### src/rtl/demux_tdm_1_4.sv
`timescale 1ns/1ps
// demux_tdm_1_4 -- 1-to-4 time-division demultiplexer with frame alignment.
//
// A serial stream of WIDTH-bit slots (qualified by EN, slot 0 marked by SYNC)
// is regrouped into four parallel lanes. Lanes 0..2 are held in shadow
// registers until slot 3 arrives; all four outputs then update together with
// a one-cycle V strobe, so a partial frame never reaches Y0..Y3.
//
// Stream qualifier: a word is consumed exactly on a rising CLK edge where
// EN=1; there is no back-pressure, and SYNC/DIN are don't-care when EN=0.
//
// Optional feature: define DEMUX_ERR_CNT_EN to add the 8-bit saturating
// ERR_CNT output counting alignment-error pulses.
module demux_tdm_1_4 #(
  parameter int WIDTH = 8
) (
  input  logic             CLK,
  input  logic             RST_N,
  input  logic [WIDTH-1:0] DIN,
  input  logic             EN,
  input  logic             SYNC,
  output logic [WIDTH-1:0] Y0,
  output logic [WIDTH-1:0] Y1,
  output logic [WIDTH-1:0] Y2,
  output logic [WIDTH-1:0] Y3,
  output logic             V,
  output logic             LOCK,
  output logic             ERR,
  output logic [1:0]       SLOT
`ifdef DEMUX_ERR_CNT_EN
  ,
  output logic [7:0]       ERR_CNT
`endif
);

  // LOCK is a direct view of this state bit, so the FSM state is observable.
  typedef enum logic {
    HUNT   = 1'b0,
    LOCKED = 1'b1
  } state_t;

  state_t           state_q, state_d;
  logic [1:0]       slot_q, slot_d;
  logic             v_q, v_d;
  logic             err_q, err_d;
  logic             cap0, cap1, cap2, load_y;
  logic [WIDTH-1:0] sh0_q, sh1_q, sh2_q;
  logic [WIDTH-1:0] y0_q, y1_q, y2_q, y3_q;

  // State register: FSM state, slot index and the two one-cycle strobes.
  always_ff @(posedge CLK or negedge RST_N) begin
    if (!RST_N) begin
      state_q <= HUNT;
      slot_q  <= 2'd0;
      v_q     <= 1'b0;
      err_q   <= 1'b0;
    end else begin
      state_q <= state_d;
      slot_q  <= slot_d;
      v_q     <= v_d;
      err_q   <= err_d;
    end
  end

  // Next-state logic: decides alignment, slot advance and which lane captures.
  always_comb begin
    state_d = state_q;
    slot_d  = slot_q;
    v_d     = 1'b0;
    err_d   = 1'b0;
    cap0    = 1'b0;
    cap1    = 1'b0;
    cap2    = 1'b0;
    load_y  = 1'b0;
    if (EN) begin
      case (state_q)
        HUNT: begin
          // Unmarked words are dropped silently while searching for slot 0.
          if (SYNC) begin
            cap0    = 1'b1;
            slot_d  = 2'd1;
            state_d = LOCKED;
          end
        end
        LOCKED: begin
          if (slot_q == 2'd0) begin
            if (SYNC) begin
              cap0   = 1'b1;
              slot_d = 2'd1;
            end else begin
              // Expected a frame start but got data: alignment lost.
              err_d   = 1'b1;
              slot_d  = 2'd0;
              state_d = HUNT;
            end
          end else if (SYNC) begin
            // Early SYNC: abandon the partial frame and restart on this word.
            err_d  = 1'b1;
            cap0   = 1'b1;
            slot_d = 2'd1;
          end else begin
            // Slot 3 + 1 wraps naturally to 0 in two bits.
            slot_d = slot_q + 2'd1;
            case (slot_q)
              2'd1:    cap1 = 1'b1;
              2'd2:    cap2 = 1'b1;
              default: begin
                load_y = 1'b1;
                v_d    = 1'b1;
              end
            endcase
          end
        end
        default: state_d = HUNT;
      endcase
    end
  end

  // Datapath: shadow lanes collect slots 0..2; outputs update only on a full frame.
  always_ff @(posedge CLK or negedge RST_N) begin
    if (!RST_N) begin
      sh0_q <= '0;
      sh1_q <= '0;
      sh2_q <= '0;
      y0_q  <= '0;
      y1_q  <= '0;
      y2_q  <= '0;
      y3_q  <= '0;
    end else begin
      if (cap0) sh0_q <= DIN;
      if (cap1) sh1_q <= DIN;
      if (cap2) sh2_q <= DIN;
      if (load_y) begin
        y0_q <= sh0_q;
        y1_q <= sh1_q;
        y2_q <= sh2_q;
        y3_q <= DIN;
      end
    end
  end

  // Output logic: registered values straight to the ports, LOCK decoded from state.
  always_comb begin
    Y0   = y0_q;
    Y1   = y1_q;
    Y2   = y2_q;
    Y3   = y3_q;
    V    = v_q;
    ERR  = err_q;
    SLOT = slot_q;
    LOCK = (state_q == LOCKED);
  end

`ifdef DEMUX_ERR_CNT_EN
  logic [7:0] err_cnt_q;

  // Error counter: counts every ERR pulse, sticks at 255.
  always_ff @(posedge CLK or negedge RST_N) begin
    if (!RST_N) begin
      err_cnt_q <= 8'd0;
    end else if (err_d && (err_cnt_q != 8'hFF)) begin
      err_cnt_q <= err_cnt_q + 8'd1;
    end
  end

  assign ERR_CNT = err_cnt_q;
`endif

endmodule

### config.mk
export PLATFORM = sky130hd
export DESIGN_NAME = demux_tdm_1_4
export DESIGN_NICKNAME = d
export VERILOG_FILES = /design/src/rtl/demux_tdm_1_4.sv
export SDC_FILE = /design/constraint.sdc
export NUM_CORES = 1
export LEC_CHECK = 0
export CAP_MARGIN = 5
export CORE_MARGIN = 1
export CORE_UTILIZATION = 51
export DETAILED_ROUTE_END_ITERATION = 8
export GPL_TIMING_DRIVEN = 0
export HOLD_SLACK_MARGIN = 0.03
export PLACE_DENSITY = 0.79
export SLEW_MARGIN = 0
export SYNTH_ARGS = -nofsm -noshare
export SYNTH_HDL_FRONTEND = slang
export SYNTH_SLANG_ARGS = --single-unit
### constraint.sdc
create_clock -name CLK -period 2.2 [get_ports CLK]
set_clock_uncertainty 0.1 [all_clocks]
set_input_delay 0.22 -clock CLK [delete_from_list [all_inputs] [get_ports CLK]]
set_output_delay 0.22 -clock CLK [all_outputs]
set_load 0.02 [all_outputs]
==> results of run 1 <==
final timing paths:
path,to,slack (ps),depth (start not counted)
setup reg to reg,Y0[3],100,7
setup / recovery,Y0[3],100,7
hold / removal,Y0[4],380,2
min in group CLK,Y1[2],400,1
hold reg to reg,Y1[2],400,1
max in group asynchronous,sh2_q[5],1010,3
stage by stage:
stage               power [uW]  setup TNS [ps]  hold slack, ps  cells  instance area [sq um]
global placement          3820          -56750             314    259                   3070
finish                    5030               0             377    280                   3340
CTS                       5050               0             391    278                   3330
floorplan                 3070               0            -176    145                   2510
global route              5300               0             419    280                   3340
detailed placement        3930               0             202    260                   3080
state kept, by name (all words and copies together), names as in the netlist, 2 cells and up:
register	cells
SLOT	2
Y0	8
Y1	8
Y2	8
Y3	8
sh0_q	8
sh1_q	8
sh2_q	8
routing by layer:
metal | vias to the layer above | part of all wire, %
met4 | 0 | 1.9
met2 | 39 | 51
met3 | 10 | 4.2
li1 | 637 | -
met5 | - | 0
met1 | 715 | 43
where the power goes:
part           internal, uW  switching [uW]  leakage (uW)  total, uW
combinational          1200             835      0.000640       2030
clock                   696             409      0.000116       1110
sequential             1600             293      0.000758       1900
cell usage after synthesis, types with 2 or more instances:
library cell	number
ha_1	4
mux2_2	27
dfrtp_1	61
mux2_4	29
nand2_1	6
buf_6	2
o21ai_0	2
inv_1	3
buf_12	3
final cells by class:
class,count,area [sq um]
clock buffers,12,155
inverters,3,11.3
well taps,67,83.8
multi-input cells,76,892
plain buffers,5,82.6
repair buffers,52,520
fillers,298,1380
flip-flops and latches,61,1530
clock inverters,4,70.1
worst register-to-register path, cell delays in order, from the launching register on:
cell      delay (ps)
dfrtp_1          410
inv_1             90
ha_1             260
and4bb_4         370
nor2b_4          140
buf_6            150
buf_12           160
mux2_4           310
logic make-up (layout without fill, tap and decap cells):
logic type,Yosys count,after routing,synth area share [%]
and+or+nand+nor,11,11,2.89
buffers and inverters,8,76,3.74
DFF,61,61,60.8
adders and majority gates,4,4,1.99
AOI/OAI and AO/OA,5,5,1.20
muxes,56,56,29.4
timing repair:
action	CTS	global route
hold endpoints to repair	32	0
setup endpoints to repair	0	1
hold buffers	2	0
setup buffers	0	2
==> results.py, run 1 <==
metrics = {
    "run_status": {
        "status": "finished, final reports clean",
    },
    "placed_design": {
        "dpl.hpwl_um": 3240,
        "dp_slack_ps": 100,
        "port_buffers": 47,
        "routabilityCongestion": 0.677,
    },
    "worst_setup_path": {
        "cp_slowest_cell": "dfrtp_1",
        "cp-startpoint": "SLOT[0]",
        "timing.rr.start": "SLOT[0]",
        "max_stage_delay_ps": 410,
        "setup.worst_path.start_class": "flip-flop",
        "critPathTopFamily": "simple AND/OR/NAND/NOR gates",
        "worst-setup-path-type": "flip-flop to flip-flop",
        "path_buf_inv": 3,
        "critPathMaxFanout": 10,
        "critPathArrivalTime_ps": 2210,
        "cp.required_ps": 2310,
        "crit_chain": "inv_1, ha_1, and4bb_4, nor2b_4, buf_6, buf_12, mux2_4",
        "crit_path_end_kind": "flip-flop",
    },
    "yosys": {
        "synth_top_cells_by_area": "dfrtp_1 61%, mux2_4 17%, mux2_2 12%, buf_12 2.4%, ha_1 2.0%",
        "synth_area_sq_um": 2510,
        "yosysWarnings": 0,
        "yosysTopAreaCellShare_pct": 60.8,
        "async_flop_share_pct": 100,
        "synth_top_flop_cell": "dfrtp_1",
        "synthCells": 145,
        "ys_ff_latch": 61,
        "syn_nets": 161,
        "syn_area_per_cell_sq_um": 17.3,
        "netlist-cell-type-count": 17,
        "synth_edf_count": 0,
        "seq_area_frac_synth_pct": 60.8,
        "synth_largest_area_cell": "dfrtp_1",
    },
    "clock_tree": {
        "cts-resized-gates": 0,
        "clkSinkCount": 61,
        "cts_buffers": 9,
        "clk_pin_slew_ps": 70,
        "cts_tree": "yes",
        "root_buffer": "clkbuf_8",
        "cts_buffer_depth": 2,
        "htree_levels": 3,
        "clk-insertion-delay-late_ps": 330,
    },
    "global_route": {
        "grt.busiest_layer": "met2",
        "grt-ovfl-total": 0,
        "grt_max_degree": 32,
        "use_met3_pct": 7.64,
        "grt_pass1_vias": 1581,
        "grt_first_pass_wirelength_um": 8000,
        "antenna_found_initial": 0,
        "grt_util_met1_pct": 26.1,
        "track_usage_pct": 21.4,
        "grtUsageMet2_pct": 34.4,
    },
    "floorplanning": {
        "core_area_sq_um": 4720,
        "chipHeight_um": 72.2,
        "start_util_pct": 53.2,
        "num_rows": 25,
        "die_area_sq_um": 5210,
        "fp.dieW_um": 72.2,
        "pin_count": 49,
    },
    "power": {
        "ir_drop_mv": 0.862,
        "power_density_nw_per_um2": 1510,
        "p_leak_uw": 0.00151,
    },
    "drt": {
        "vias": 1401,
        "via_per_inst": 5.00,
        "drt_pre_antenna_iters": 4,
        "dr.first_iter.drc_count": 57,
        "wl_per_cell_um": 17.0,
        "drc": 0,
        "routed_wl_um": 4750,
        "ant_nets": 0,
    },
    "sta": {
        "maxSlewViolCount": 0,
        "worst_slew_pin_slew_ps": 699,
        "setup_viol": 0,
        "period_minus_slack_ps": 2100,
        "fin_ws_ps": 103,
        "min_period_over_period_pct": 95.3,
        "final-hold-violation-count": 0,
        "rsz0062_at_grt": "no",
        "slew_headroom_pct": 53.4,
        "fmax_mhz": 477,
    },
    "layout": {
        "drive_gt1_share_pct": 38.5,
        "nets": 224,
        "layout_common_cells": "61 x dfrtp_1, 46 x clkdlybuf4s50_1, 29 x mux2_4",
        "utilization_pct": 70.8,
        "final_common_cell": "dfrtp_1",
        "syn2layout_area_growth_pct": 33.0,
        "antenna_cells": 0,
    },
    "job": {
        "maxCapViolations": 0,
    },
    "hold_path": {
        "hold_class": "input pin to async pin",
    },
}
No activity file was read; power rests on OpenSTA's default activity.
==> run 2: changes to the inputs <==
Settings changed: CORE_ASPECT_RATIO from default to 1.5.
==> results.py, run 2 (synthesis results as in run 1) <==
metrics = {
    "floorplanning": {
        "core_area_sq_um": 4620,
        "fp.dieW_um": 59.3,
        "pin_count": 49,
        "num_rows": 30,
        "die_area_sq_um": 5220,
        "start_util_pct": 54.4,
        "chipHeight_um": 88.0,
    },
    "worst_setup_path": {
        "timing.rr.start": "SLOT[0]",
        "max_stage_delay_ps": 420,
        "crit_path_end_kind": "flip-flop",
        "r2r_cells": 7,
        "cp.required_ps": 2310,
        "critPathTopFamily": "simple AND/OR/NAND/NOR gates",
        "path_buf_inv": 3,
        "cp-startpoint": "SLOT[0]",
        "setup.worst_path.start_class": "flip-flop",
        "critPathArrivalTime_ps": 2220,
        "crit_chain": "inv_1, ha_1, and4bb_4, nor2b_4, buf_6, buf_12, mux2_4",
        "crit_path_end": "Y3[7]",
        "cp.depth": 7,
        "critPathMaxFanout": 10,
        "cp_slowest_cell": "dfrtp_1",
        "timing.rr.end": "Y3[7]",
        "worst-setup-path-type": "flip-flop to flip-flop",
        "worst-r2r-setup-slack_ps": 90,
    },
    "power": {
        "power_density_nw_per_um2": 1460,
        "p_leak_uw": 0.00148,
        "finalPower_uw": 4800,
        "ir_drop_mv": 0.798,
    },
    "global_route": {
        "grt_max_degree": 37,
        "grt-ovfl-total": 0,
        "grt_pass1_vias": 1578,
        "track_usage_pct": 21.3,
        "grt_first_pass_wirelength_um": 7870,
        "antenna_found_initial": 0,
    },
    "sta": {
        "worst_slew_pin_slew_ps": 595,
        "maxSlewViolCount": 0,
        "slew_headroom_pct": 60.3,
        "rsz0062_at_grt": "no",
        "fmax_mhz": 475,
        "min_period_over_period_pct": 95.8,
        "setup_viol": 0,
        "final-hold-violation-count": 0,
        "fin_setup_tns_ps": 0,
        "period_minus_slack_ps": 2110,
        "worst_hold_slack_ps": 345,
    },
    "drt": {
        "dr.first_iter.drc_count": 31,
        "wl_per_cell_um": 17.5,
        "via_per_inst": 5.13,
        "vias": 1405,
        "drt_pre_antenna_iters": 4,
        "routed_wl_um": 4800,
        "drc": 0,
        "ant_nets": 0,
    },
    "placed_design": {
        "port_buffers": 47,
        "dpl.hpwl_um": 3300,
        "routabilityCongestion": 0.784,
        "placed_cells": 257,
    },
    "clock_tree": {
        "htree_levels": 3,
        "post_cts_buffers": 0,
        "cts_buffer_depth": 2,
        "cts_buffers": 9,
        "cts_tree": "yes",
        "root_buffer": "clkbuf_8",
        "clkSinkCount": 61,
        "clk-insertion-delay-late_ps": 330,
        "clk_pin_slew_ps": 70,
    },
    "layout": {
        "final_common_cell": "dfrtp_1",
        "layoutNonFillerInstCount": 274,
        "drive_gt1_share_pct": 37.1,
        "antenna_cells": 0,
        "syn2layout_area_growth_pct": 30.4,
        "layout_common_cells": "61 x dfrtp_1, 46 x clkdlybuf4s50_1, 29 x mux2_4",
        "nets": 222,
        "fill_cells": 329,
    },
    "hold_path": {
        "hold_class": "input pin to async pin",
    },
    "run_status": {
        "status": "finished, final reports clean",
    },
    "job": {
        "maxCapViolations": 0,
    },
}
## run 2: metal layers
layer | track usage [%] | wire length (um) | up-vias
li1 | - | - | 629
met1 | 25.2 | 1960 | 726
met2 | 34.8 | 2510 | 39
met3 | 6.06 | 203 | 11
met4 | 11.3 | 131 | 0
met5 | 0 | 0 | -
## run 2: report_power, final
| part | total (uW) | internal, uW | switching [uW] |
|---|---|---|---|
| Sequential | 1900 | 1600 | 291 |
| Clock | 889 | 494 | 394 |
| Combinational | 2010 | 1180 | 832 |
| Total | 4800 | 3280 | 1520 |
## run 2: area by class of cell
cell class	instances	area [sq um]	area share, %
Timing Repair Buffer	50	505	15.4
Clock buffer	14	173	5.27
Inverter	3	11.3	0.344
Multi-Input combinational cell	76	892	27.2
Clock inverter	1	5.00	0.153
Tap cell	64	80.1	2.44
Sequential cell	61	1530	46.6
Buffer	5	82.6	2.52
## run 2: repair_timing
| action | in CTS | in global routing |
|---|---|---|
| endpoints found under the setup margin | 0 | 0 |
| hold buffers | 2 | 0 |
| hold endpoints to repair | 27 | 0 |
| gates resized for setup | 0 | 0 |
## run 2: stage by stage
stage | area, sq um | setup WS [ps] | util [%]
finish | 3280 | 93.4 | 70.9
floorplan | 2510 | 136 | -
global placement | 3060 | -891 | 66.3
CTS | 3280 | 101 | 70.9
detailed placement | 3080 | 118 | 66.7
global route | 3280 | 31.5 | 70.9
## run 2: worst min-delay path by stage
stage           from      end  cells past startpoint
6_report       RST_N        V                      2
5_1_grt        RST_N    Y0[4]                      2
4_1_cts        RST_N        V                      2
3_5_place_dp   RST_N    Y0[4]                      1
3_3_place_gp      EN  SLOT[1]                      2
2_1_floorplan  RST_N      ERR                      0
==> run 3: changes to the inputs <==
==> constraint.sdc (replaced) <==
create_clock -name CLK -period 2.2 [get_ports CLK]
set_clock_uncertainty 0.1 [all_clocks]
set_input_delay 0.22 -clock CLK [delete_from_list [all_inputs] [get_ports CLK]]
set_output_delay 0.22 -clock CLK [all_outputs]
set_load 0.005 [all_outputs]
==> results of run 3 <==
Same layout as run 2 (identical final DEF). Status: finished, final reports clean.
Main changes from that run: total power 4800 uW -> 4430 uW; worst IR drop on VDD 0.798 mV -> 0.705 mV
